--- src/rtl/ifft_butterfly_pipe_pkg.sv ---
// Shared sign-magnitude Q7.8 types, constants and arithmetic helpers for the
// IFFT butterfly datapath. Words are 16 bits: bit 15 sign, bits 14:0 magnitude
// in units of 2^-8. Negative zero is accepted on input but never produced.
package ifft_pkg;

  typedef logic [15:0] sm16_t;

  typedef struct packed {
    sm16_t re;
    sm16_t im;
  } cplx_t;

  // Result of a saturating sign-magnitude operation.
  typedef struct packed {
    logic  sat;
    sm16_t val;
  } sm_res_t;

  localparam sm16_t       SM_ONE     = 16'h0100;
  localparam logic [14:0] SM_MAX_MAG = 15'h7FFF;
  localparam int          FRAC_BITS  = 8;

  // Negate; zero (of either sign) always comes back as +0.
  function automatic sm16_t sm_neg(input sm16_t x);
    return (x[14:0] == '0) ? '0 : {~x[15], x[14:0]};
  endfunction

  // Sign-magnitude add: like signs add and saturate, unlike signs subtract the
  // smaller magnitude from the larger and keep the larger operand's sign.
  function automatic sm_res_t sm_add(input sm16_t x, input sm16_t y);
    sm_res_t     r;
    logic [15:0] sum;
    logic [14:0] mag;
    logic        sgn;
    r.sat = 1'b0;
    sum   = '0;
    if (x[15] == y[15]) begin
      sum   = {1'b0, x[14:0]} + {1'b0, y[14:0]};
      r.sat = sum[15];
      mag   = sum[15] ? SM_MAX_MAG : sum[14:0];
      sgn   = x[15];
    end else if (x[14:0] >= y[14:0]) begin
      mag = x[14:0] - y[14:0];
      sgn = x[15];
    end else begin
      mag = y[14:0] - x[14:0];
      sgn = y[15];
    end
    r.val = (mag == '0) ? '0 : {sgn, mag};
    return r;
  endfunction

endpackage

--- src/rtl/ifft_butterfly_pipe_if.sv ---
// Handshake and data bundle of the IFFT butterfly. The master side supplies
// operands and downstream readiness; the slave side is the butterfly itself.
interface ifft_butterfly_pipe_if;
  import ifft_pkg::*;

  logic  in_valid;
  logic  in_ready;
  sm16_t a_re, a_im, b_re, b_im;
  sm16_t w_re, w_im;
  logic  out_valid;
  logic  out_ready;
  sm16_t o1_re, o1_im, o2_re, o2_im;
  logic  sat_flag;
  logic  sat_clear;

  modport master (
    output in_valid, a_re, a_im, b_re, b_im, w_re, w_im, out_ready, sat_clear,
    input  in_ready, out_valid, o1_re, o1_im, o2_re, o2_im, sat_flag
  );

  modport slave (
    input  in_valid, a_re, a_im, b_re, b_im, w_re, w_im, out_ready, sat_clear,
    output in_ready, out_valid, o1_re, o1_im, o2_re, o2_im, sat_flag
  );

endinterface

--- src/rtl/ifft_butterfly_pipe_sm_mult.sv ---
// Combinational sign-magnitude Q7.8 multiplier. The 30-bit magnitude product
// is truncated to Q7.8; any integer overflow saturates to the largest magnitude.
module sm_mult
  import ifft_pkg::*;
(
  input  sm16_t x_i,
  input  sm16_t y_i,
  output sm16_t p_o,
  output logic  sat_o
);

  logic [29:0] prod;
  logic [14:0] mag;

  // Magnitude multiply, truncate, saturate and normalise zero to +0.
  always_comb begin
    prod  = x_i[14:0] * y_i[14:0];
    sat_o = |prod[29:FRAC_BITS+15];
    mag   = sat_o ? SM_MAX_MAG : prod[FRAC_BITS +: 15];
    p_o   = (mag == '0) ? '0 : {x_i[15] ^ y_i[15], mag};
  end

endmodule

--- src/rtl/ifft_butterfly_pipe.sv ---
// Three-stage radix-2 DIT inverse butterfly: o1 = a + conj(W)*b,
// o2 = a - conj(W)*b, sign-magnitude Q7.8, valid/ready with full backpressure.
// Optional build macro IFFT_BFLY_SCALE_EN halves both outputs (truncating)
// after saturation detection, for the per-stage 1/2 IFFT normalisation.
module ifft_butterfly_pipe
  import ifft_pkg::*;
(
  input  logic                 clk,
  input  logic                 rst,
  ifft_butterfly_pipe_if.slave bus
);

`ifdef IFFT_BFLY_SCALE_EN
  function automatic sm16_t out_scale(input sm16_t x);
    logic [14:0] m;
    m = x[14:0] >> 1;
    return (m == '0) ? '0 : {x[15], m};
  endfunction
`else
  function automatic sm16_t out_scale(input sm16_t x);
    return x;
  endfunction
`endif

  logic adv;

  logic  vld_p0_q;
  cplx_t a_p0_q, b_p0_q, w_p0_q;

  sm16_t   p0, p1, p2, p3;
  logic    ms0, ms1, ms2, ms3;
  sm_res_t t_re_r, t_im_r;
  cplx_t   t_p1_d;
  logic    sat_p1;

  logic  vld_p1_q;
  cplx_t a_p1_q, t_p1_q;

  sm_res_t o1_re_r, o1_im_r, o2_re_r, o2_im_r;
  cplx_t   o1_p2_d, o2_p2_d;
  logic    sat_p2;

  logic  vld_p2_q;
  cplx_t o1_p2_q, o2_p2_q;

  logic sat_set;
  logic sat_flag_q, sat_flag_d;

  // Whole pipe advances unless a result is waiting on a stalled consumer.
  assign adv          = !vld_p2_q || bus.out_ready;
  assign bus.in_ready = adv;

  // ---- S1: capture operands and conjugated twiddle ----
  // Stage-1 data registers; contents only matter when vld_p0_q is set.
  always_ff @(posedge clk) begin
    if (adv) begin
      a_p0_q <= '{re: bus.a_re, im: bus.a_im};
      b_p0_q <= '{re: bus.b_re, im: bus.b_im};
      w_p0_q <= '{re: bus.w_re, im: {~bus.w_im[15], bus.w_im[14:0]}};
    end
  end

  // ---- S2: four products, combined into t = conj(W)*b ----
  sm_mult u_mult0 (.x_i(b_p0_q.re), .y_i(w_p0_q.re), .p_o(p0), .sat_o(ms0));
  sm_mult u_mult1 (.x_i(b_p0_q.im), .y_i(w_p0_q.im), .p_o(p1), .sat_o(ms1));
  sm_mult u_mult2 (.x_i(b_p0_q.re), .y_i(w_p0_q.im), .p_o(p2), .sat_o(ms2));
  sm_mult u_mult3 (.x_i(b_p0_q.im), .y_i(w_p0_q.re), .p_o(p3), .sat_o(ms3));

  // Complex product recombination and stage-2 saturation detect.
  always_comb begin
    t_re_r = sm_add(p0, sm_neg(p1));
    t_im_r = sm_add(p2, p3);
    t_p1_d = '{re: t_re_r.val, im: t_im_r.val};
    sat_p1 = ms0 | ms1 | ms2 | ms3 | t_re_r.sat | t_im_r.sat;
  end

  // Stage-2 data registers carry a alongside t.
  always_ff @(posedge clk) begin
    if (adv) begin
      a_p1_q <= a_p0_q;
      t_p1_q <= t_p1_d;
    end
  end

  // ---- S3: a +/- t, optional halving ----
  // Output sums; saturation is seen on the unscaled sums.
  always_comb begin
    o1_re_r = sm_add(a_p1_q.re, t_p1_q.re);
    o1_im_r = sm_add(a_p1_q.im, t_p1_q.im);
    o2_re_r = sm_add(a_p1_q.re, sm_neg(t_p1_q.re));
    o2_im_r = sm_add(a_p1_q.im, sm_neg(t_p1_q.im));
    o1_p2_d = '{re: out_scale(o1_re_r.val), im: out_scale(o1_im_r.val)};
    o2_p2_d = '{re: out_scale(o2_re_r.val), im: out_scale(o2_im_r.val)};
    sat_p2  = o1_re_r.sat | o1_im_r.sat | o2_re_r.sat | o2_im_r.sat;
  end

  // Sticky saturation: a set event wins over a simultaneous clear.
  always_comb begin
    sat_set    = adv && ((vld_p0_q && sat_p1) || (vld_p1_q && sat_p2));
    sat_flag_d = sat_flag_q;
    if (bus.sat_clear) sat_flag_d = 1'b0;
    if (sat_set)       sat_flag_d = 1'b1;
  end

  // Valid chain, output registers and flag; reset drops every in-flight slot.
  always_ff @(posedge clk or posedge rst) begin
    if (rst) begin
      vld_p0_q   <= 1'b0;
      vld_p1_q   <= 1'b0;
      vld_p2_q   <= 1'b0;
      o1_p2_q    <= '0;
      o2_p2_q    <= '0;
      sat_flag_q <= 1'b0;
    end else begin
      sat_flag_q <= sat_flag_d;
      if (adv) begin
        vld_p0_q <= bus.in_valid;
        vld_p1_q <= vld_p0_q;
        vld_p2_q <= vld_p1_q;
        if (vld_p1_q) begin
          o1_p2_q <= o1_p2_d;
          o2_p2_q <= o2_p2_d;
        end
      end
    end
  end

  assign bus.out_valid = vld_p2_q;
  assign bus.o1_re     = o1_p2_q.re;
  assign bus.o1_im     = o1_p2_q.im;
  assign bus.o2_re     = o2_p2_q.re;
  assign bus.o2_im     = o2_p2_q.im;
  assign bus.sat_flag  = sat_flag_q;

endmodule

--- src/flat_wrapper.sv ---
// flat-port wrapper written by rule: the top's interface ports become plain ports
module ifft_butterfly_pipe_flat import ifft_pkg::*;
  (clk, rst, bus_in_valid, bus_a_re, bus_a_im, bus_b_re, bus_b_im, bus_w_re, bus_w_im, bus_out_ready, bus_sat_clear, bus_in_ready, bus_out_valid, bus_o1_re, bus_o1_im, bus_o2_re, bus_o2_im, bus_sat_flag);
  ifft_butterfly_pipe_if bus_i ();
  input  logic clk;
  input  logic rst;
  input wire logic [$bits(bus_i.in_valid)-1:0] bus_in_valid;
  input wire logic [$bits(bus_i.a_re)-1:0] bus_a_re;
  input wire logic [$bits(bus_i.a_im)-1:0] bus_a_im;
  input wire logic [$bits(bus_i.b_re)-1:0] bus_b_re;
  input wire logic [$bits(bus_i.b_im)-1:0] bus_b_im;
  input wire logic [$bits(bus_i.w_re)-1:0] bus_w_re;
  input wire logic [$bits(bus_i.w_im)-1:0] bus_w_im;
  input wire logic [$bits(bus_i.out_ready)-1:0] bus_out_ready;
  input wire logic [$bits(bus_i.sat_clear)-1:0] bus_sat_clear;
  output wire logic [$bits(bus_i.in_ready)-1:0] bus_in_ready;
  output wire logic [$bits(bus_i.out_valid)-1:0] bus_out_valid;
  output wire logic [$bits(bus_i.o1_re)-1:0] bus_o1_re;
  output wire logic [$bits(bus_i.o1_im)-1:0] bus_o1_im;
  output wire logic [$bits(bus_i.o2_re)-1:0] bus_o2_re;
  output wire logic [$bits(bus_i.o2_im)-1:0] bus_o2_im;
  output wire logic [$bits(bus_i.sat_flag)-1:0] bus_sat_flag;
  assign bus_i.in_valid = bus_in_valid;
  assign bus_i.a_re = bus_a_re;
  assign bus_i.a_im = bus_a_im;
  assign bus_i.b_re = bus_b_re;
  assign bus_i.b_im = bus_b_im;
  assign bus_i.w_re = bus_w_re;
  assign bus_i.w_im = bus_w_im;
  assign bus_i.out_ready = bus_out_ready;
  assign bus_i.sat_clear = bus_sat_clear;
  assign bus_in_ready = bus_i.in_ready;
  assign bus_out_valid = bus_i.out_valid;
  assign bus_o1_re = bus_i.o1_re;
  assign bus_o1_im = bus_i.o1_im;
  assign bus_o2_re = bus_i.o2_re;
  assign bus_o2_im = bus_i.o2_im;
  assign bus_sat_flag = bus_i.sat_flag;
  ifft_butterfly_pipe u_core (.clk(clk), .rst(rst), .bus(bus_i));
endmodule
--- config.mk ---
export PLATFORM = sky130hd
export DESIGN_NAME = ifft_butterfly_pipe_flat
export DESIGN_NICKNAME = d
export VERILOG_FILES = /design/src/rtl/ifft_butterfly_pipe_pkg.sv /design/src/rtl/ifft_butterfly_pipe_if.sv /design/src/rtl/ifft_butterfly_pipe_sm_mult.sv /design/src/rtl/ifft_butterfly_pipe.sv /design/src/flat_wrapper.sv
export SDC_FILE = /design/constraint.sdc
export NUM_CORES = 2
export LEC_CHECK = 0
export BUFFER_PORTS_ARGS = -buffer_cell sky130_fd_sc_hd__buf_2
export CORE_ASPECT_RATIO = 1.4
export CORE_MARGIN = 2
export CORE_UTILIZATION = 50
export CTS_CLUSTER_SIZE = 25
export DETAILED_ROUTE_END_ITERATION = 7
export PLACE_DENSITY = 0.69
export SLEW_MARGIN = 20
export SYNTH_ARGS = -nofsm -noshare
export SYNTH_HDL_FRONTEND = slang
export SYNTH_HIERARCHICAL = 1
export SYNTH_SLANG_ARGS = --single-unit
export TNS_END_PERCENT = 10
--- constraint.sdc ---
create_clock -name clk -period 9.2 [get_ports clk]
set_clock_uncertainty 0.2 [all_clocks]
set_input_delay 0 -clock clk [delete_from_list [all_inputs] [get_ports clk]]
set_output_delay 0 -clock clk [all_outputs]
set_load 0.005 [all_outputs]
# [After elaboration in Yosys (flattened, before gate mapping)]
# Index checks and enable logic that the tools add are counted.
# Widths: inputs -> output; s select.
[word_totals] ff_bits=228 latchBits=0 mem_bits_rw=0 romBits=0 inputBits=101 output_inout_bits=67 elab_cells=146 mem_count=0
[op_classes] add_sub_neg=18 n_mul=4 div_mod_pow=0 magnitude_cmp=6 n_eq_ne=6 shift=0 n_mux=53 bitwise_logic=16 reduce_logical=25
[ops] op="$mux 15" n=22
[ops] op="$logic_not 15->1" n=13
[ops] op="$sub 15x15->15" n=12
[ops] op="$mux 16" n=11
[ops] op="$mul 15x15->30" n=4
[ops] op="$add 15x15->16" n=6
[ops] op="$ge 15x15->1" n=6
[ops] op="$reduce_or 7->1" n=4
[ops] op="$mux 1" n=20
[ops] op="$or 1x1->1" n=8
[ops] op="$eq 1x1->1" n=6
[ops] op="$not 1->1" n=4
[ops] op="$xor 1x1->1" n=4
[ops] op="$logic_and 1x1->1" n=3
[ops] op="$logic_or 1x1->1" n=2
[ops] op="$reduce_and 2->1" n=1
[ops] op="$reduce_bool 2->1" n=1
[ops] op="$logic_not 1->1" n=1

# [Depth between registers and ports, before layout]
[logic_depth] ltp_word=15 ltp_mapped=40 depth_no_buf=37

# [Hierarchy]
# The synthesis kept the hierarchy.
[by_module_without_submodules] mod="ifft_butterfly_pipe" instances=1 cells_per_inst=2474 area_each_um2=21657.0 seq_area_each_um2=6506.2
[by_module_without_submodules] mod="sm_mult at u_core.u_mult0 ..." instances=2 cells_per_inst=907 area_each_um2=7722.4 seq_area_each_um2=0.0
[by_module_without_submodules] mod="sm_mult at u_core.u_mult2" instances=1 cells_per_inst=936 area_each_um2=7968.9 seq_area_each_um2=0.0
[by_module_without_submodules] mod="sm_mult at u_core.u_mult3" instances=1 cells_per_inst=913 area_each_um2=7863.8 seq_area_each_um2=0.0

# [Worst setup path before layout]
# Ideal clock, no wire load.
[synth_timing] kind="register -> register" startpoint="reg u_core/w_p0_q[0] (netlist name)" endpoint="reg u_core/t_p1_q[15] (netlist name), data pin" setup_ns=0.254 arrival_ns=9.506 required_ns=8.746 path_slack_ns=-0.760 path_stages_with_launch=39 path_buffers=3 period_less_slack_ns=9.960 path_cell_list="edfxtp_1 > clkbuf_1 > and2_1 > fa_1 > inv_1 > fa_1 > inv_1 > fa_1 > inv_1 > fa_1 > inv_1 > fa_1 > inv_1 > fa_1 > inv_1 > ha_1 > a21oi_2 > o21ai_0 > [3 not listed] > or4_4 > a2111oi_4 > buf_6 > nand2_1 > inv_1 > ha_1 > buf_4 > o21ai_1 > o21bai_2 > or2_1 > a211oi_2 > nand3_2 > o32a_1 > o221a_1 > and4bb_1 > or4b_1 > or4_1 > o21a_1"
[synth_between] elab_chain_cells=9 elab_cells_between_ends=16 cone_classes="add/sub: 3; mul: 1; order compare: 1; eq/ne: 1; mux: 7; reduce/logical: 3"
[synth_rtl] item="start, declared" line="ifft_butterfly_pipe.sv:28" text="cplx_t a_p0_q, b_p0_q, w_p0_q;"
[synth_rtl] item="start signal, assigned" line="ifft_butterfly_pipe.sv:59" text="w_p0_q <= '{re: bus.w_re, im: {~bus.w_im[15], bus.w_im[14:0]}};"
[synth_rtl] item="$mul 15x15->30 *" line="ifft_butterfly_pipe_sm_mult.sv:17" text="prod = x_i[14:0] * y_i[14:0];"
[synth_rtl] item="$reduce_or 7->1" line="ifft_butterfly_pipe_sm_mult.sv:18" text="sat_o = |prod[29:FRAC_BITS+15];"
[synth_rtl] item="$mux 15 *" line="ifft_butterfly_pipe_sm_mult.sv:19" text="mag = sat_o ? SM_MAX_MAG : prod[FRAC_BITS +: 15];"
[synth_rtl] item="$logic_not 15->1" line="ifft_butterfly_pipe_sm_mult.sv:20" text="p_o = (mag == '0) ? '0 : {x_i[15] ^ y_i[15], mag};"
[synth_rtl] item="$mux 16 *" line="ifft_butterfly_pipe_sm_mult.sv:20"
[synth_rtl] item="named net u_core.p2[13]" line="ifft_butterfly_pipe.sv:30" text="sm16_t p0, p1, p2, p3;"
[synth_rtl] item="$add 15x15->16, or another cell as far along" line="ifft_butterfly_pipe_pkg.sv:38" text="sum = {1'b0, x[14:0]} + {1'b0, y[14:0]};"
[synth_rtl] item="$mux 15 (on tied branches)" line="ifft_butterfly_pipe_pkg.sv:40, ifft_butterfly_pipe_pkg.sv:42"
[synth_rtl] item="$mux 15" line="ifft_butterfly_pipe_pkg.sv:37" text="if (x[15] == y[15]) begin"
[synth_rtl] item="$logic_not 15->1" line="ifft_butterfly_pipe_pkg.sv:49" text="r.val = (mag == '0) ? '0 : {sgn, mag};"
[synth_rtl] item="end signal, assigned" line="ifft_butterfly_pipe.sv:81" text="t_p1_q <= t_p1_d;"
[synth_rtl] item="end, declared" line="ifft_butterfly_pipe.sv:37" text="cplx_t a_p1_q, t_p1_q;"
# Mark *: on every way through the listed nets, which the timed path passes. The rest lies on a longest branch.
# A chain may end at the register's enable or synchronous reset.

# [Worst setup path after layout]
[layout_timing] startpoint="reg u_core/b_p0_q[11] (netlist name)" endpoint="reg u_core/t_p1_q[15] (netlist name), data pin"
[layout_between] elab_chain_cells=9 elab_cells_between_ends=16 cone_classes="add/sub: 3; mul: 1; order compare: 1; eq/ne: 1; mux: 7; reduce/logical: 3"
[layout_rtl] item="start, declared" line="ifft_butterfly_pipe.sv:28"
[layout_rtl] item="start signal, assigned" line="ifft_butterfly_pipe.sv:58" text="b_p0_q <= '{re: bus.b_re, im: bus.b_im};"
[layout_rtl] item="$mul 15x15->30 *" line="ifft_butterfly_pipe_sm_mult.sv:17"
[layout_rtl] item="$reduce_or 7->1" line="ifft_butterfly_pipe_sm_mult.sv:18"
[layout_rtl] item="$mux 15 *" line="ifft_butterfly_pipe_sm_mult.sv:19"
[layout_rtl] item="$logic_not 15->1" line="ifft_butterfly_pipe_sm_mult.sv:20"
[layout_rtl] item="$mux 16 *" line="ifft_butterfly_pipe_sm_mult.sv:20"
[layout_rtl] item="named net u_core.p3[2]" line="ifft_butterfly_pipe.sv:30"
[layout_rtl] item="$add 15x15->16, or another cell as far along" line="ifft_butterfly_pipe_pkg.sv:38"
[layout_rtl] item="$mux 15 (on tied branches)" line="ifft_butterfly_pipe_pkg.sv:40, ifft_butterfly_pipe_pkg.sv:42"
[layout_rtl] item="$mux 15" line="ifft_butterfly_pipe_pkg.sv:37"
[layout_rtl] item="$logic_not 15->1" line="ifft_butterfly_pipe_pkg.sv:49"
# Marked as above.

==> run summary <==
status - finished with violations
failing checks - negative setup slack
met2 Use GR - 0.554
RR Endpoint - u_core/t_p1_q[15]$_SDFFCE_PN0N_
commonest non-fill, non-tap cell in the layout - inv_1
Startpoint Class - flop
worst setup path end - u_core/t_p1_q[15]$_SDFFCE_PN0N_
hold crit path type - in -> reg
TritonCTS Buffers - 29
most frequent cells in the layout - inv_1, buf_4, fa_1
Worst path top cell family by delay - adder cells
Slew @ Worst Pin - 1020 ps
post-synth top area share - 0.258
synth top area cells - fa_1, ha_1, edfxtp_1, and2_1, inv_1
initial antenna violation count - 2
Post-Synth XOR/XNOR Area - 0.0228
post-layout util - 0.621
critical path depth - 37
vias in the first global route - 49800
fin. max-slew vios - 0
crit path max-delay cell type - fa_1
R2R setup slack - -1010 ps
fmax - 98.0 MHz
Worst Setup SP - u_core/b_p0_q[11]$_DFFE_PN_
Netlist cell types - 123
gr ovfl total - 0
crit path capture type - flop
kind of critical path - reg -> reg
Remaining DRCs - 0
Starting DRT DRC Count - 3054
clk buf depth - 3
GR Util met1 - 0.331
largest net degree at the start of global routing - 72
crit-path most repeated cell - fa_1
H-tree lvl count - 1
met3 Usage GRT - 0.0277
Synthesis Warnings - 6
Seq/Total Area, Yosys - 0.123
Synth Area per Inst - 8.63 µm²
die area - 109000 µm²
Post-synth EDFFs - 160
Final setup viols - 13
post-route setup slack - -1010 ps
final cell count without fillers - 8507
first-pass GRT wire length - 260000 µm
busiest grt layer - met2
CP required - 9360 ps
MaxCap Viol Count - 0
Routed Antenna Nets - 0
drt pass-1 iters - 5
Initial Util - 0.503
worst r2r src - u_core/b_p0_q[11]$_DFFE_PN_
Clock transition at path regs - 70 ps
Critical Path Fanout Max - 15
Seq. cell area - 6510 µm²
multiplexer share of the synthesized area - 0.0178
Final Cycle Share - 1.11
Die Height - 389 µm
worst slack at placement - -1170 ps
critical path arrival - 10370 ps
multi-input combinational cell area - 42300 µm²
Adder-Cell Fraction of Synth Area - 0.408
syn nets - 7554
DR vias/cell - 5.55
gr usage total - 0.301
synthesized cell area - 52900 µm²
final wirelength - 163000 µm
Filler cells - 9092
Gate Count Post-Synth - 6137
Clock Root Buffer - clkbuf_16
worst path bufs/invs - 9
average wire per standard cell - 19.2 µm
top_reg_cell synth - edfxtp_1
Core ar. - 105000 µm²
layout cells sized above 1 - 0.198
r2r worst-path depth - 37
largest family of logic cells by synthesized area - adder cells
Layout area overhead - 23.7%
nets@finish - 8541
unrepaired setup endpoints after global routing - true
clk sinks - 228
Cells after DPL - 8222
DP HPWL - 134000 µm
I/O pins - 168
# rows - 141
vias - 47200
Simple-Gate Fraction of Synth Area - 0.190
Clock Latency Late Sink - 640 ps
min cycle time layout - 10210 ps
TritonCTS clock tree - built
Critical Path Max Stage Delay - 540 ps
die width - 279 µm
top cell type by total area after synthesis - fa_1
post-synthesis register bit count - 228
Synth Area in Compound Gates - 0.140
input/output buffers - 167
fraction of registers with async set/reset - 0.298
Rel. slew slack - 0.304
routability cong. - 0.974
Final Hold Viols - 0
## worst min-delay path by stage
stage                       startpoint                          end  slack [ps]  cells after the start
after floorplan            bus_a_im[0]   u_core/a_p0_q[0]$_DFFE_PN_        -100                      0
after global placement     bus_b_im[2]   u_core/b_p0_q[2]$_DFFE_PN_         -20                      1
after detailed placement   bus_b_re[8]  u_core/b_p0_q[24]$_DFFE_PN_         -20                      1
after CTS                 bus_w_im[15]  u_core/w_p0_q[15]$_DFFE_PN_         0.7                      3
after global routing      bus_w_im[15]  u_core/w_p0_q[15]$_DFFE_PN_          60                      3
final                     bus_w_im[15]  u_core/w_p0_q[15]$_DFFE_PN_          70                      3
## synth_stat cells (22+ instances only)
master,n
nand2b_1,34
xnor2_1,91
dfrtp_1,68
buf_2,26
o21ai_1,22
o31ai_1,28
o22ai_1,28
inv_1,1035
nand4_1,52
nor2_1,220
nor2b_1,44
mux2i_1,64
a21oi_1,274
o21bai_1,28
fa_1,682
nand3_1,68
o21a_1,43
nor3_1,50
a211oi_1,43
and3_1,22
ha_1,634
a31oi_1,56
nor4_1,28
o211ai_1,34
a221oi_1,29
clkbuf_1,254
mux2_2,24
edfxtp_1,160
a21o_1,64
and2_1,641
o21ai_0,206
xor2_1,47
nand2_1,620
or3_1,30
## kinds of logic after synthesis
logic type,Yosys count
AND/OR/NAND/NOR,1921
buffers and inverters,1344
adder cells (fa/ha/maj),1316
AO/OA/AOI/OAI,1100
flip-flops,228
XOR/XNOR,138
multiplexers,90
## flip-flops by register name, summed over array words and instances, names as in the netlist, 16 cells and up
signal and count:
u_core/t_p1_q 32, u_core/a_p1_q 32, u_core/b_p0_q 32, u_core/w_p0_q 32, u_core/bus.o2_im 16, u_core/bus.o1_im 16, u_core/bus.o2_re 16, u_core/a_p0_q 32
u_core/bus.o1_re 16
## metrics by stage
step,setup TNS [ps],area [µm²],hold slack [ps]
after floorplan,-2150,53100,-101
after global placement,-10140,61200,-23.8
after detailed placement,-11810,61200,-21.9
after CTS,-4480,64900,0.732
after global routing,-12260,65500,63.2
final,-3500,65500,65.0
## what timing repair did
action,CTS,global route
endpoints found under the hold margin,166,0
endpoints found under the setup margin,30,33
gates cloned,1,1
resized for setup,118,110
setup buffers,22,9
hold buffers,197,0
pin swaps,36,57
## worst min-delay path: cells and delay by family
family	cells	cell delay, ps
buf+inv	3	770
## routing by layer
layer | share of wire | wire, µm
met1 | 0.37 | 60600
met2 | 0.51 | 83600
met3 | 0.042 | 6850
met4 | 0.075 | 12200
met5 | 0.000080 | 13
## final cells by class
type | count | share of cell area
sequential | 228 | 0.0994
antenna | 2 | 0.0000765
tap | 1358 | 0.0260
clock buffer | 35 | 0.0118
inverter | 1040 | 0.0596
multi-input combinational | 4566 | 0.647
clock inverter | 19 | 0.00300
timing repair buffer | 1259 | 0.153
Power is left out: the tool's default activity adds up to more than one toggle a clock period on the data nets, which glitch-free logic cannot reach.
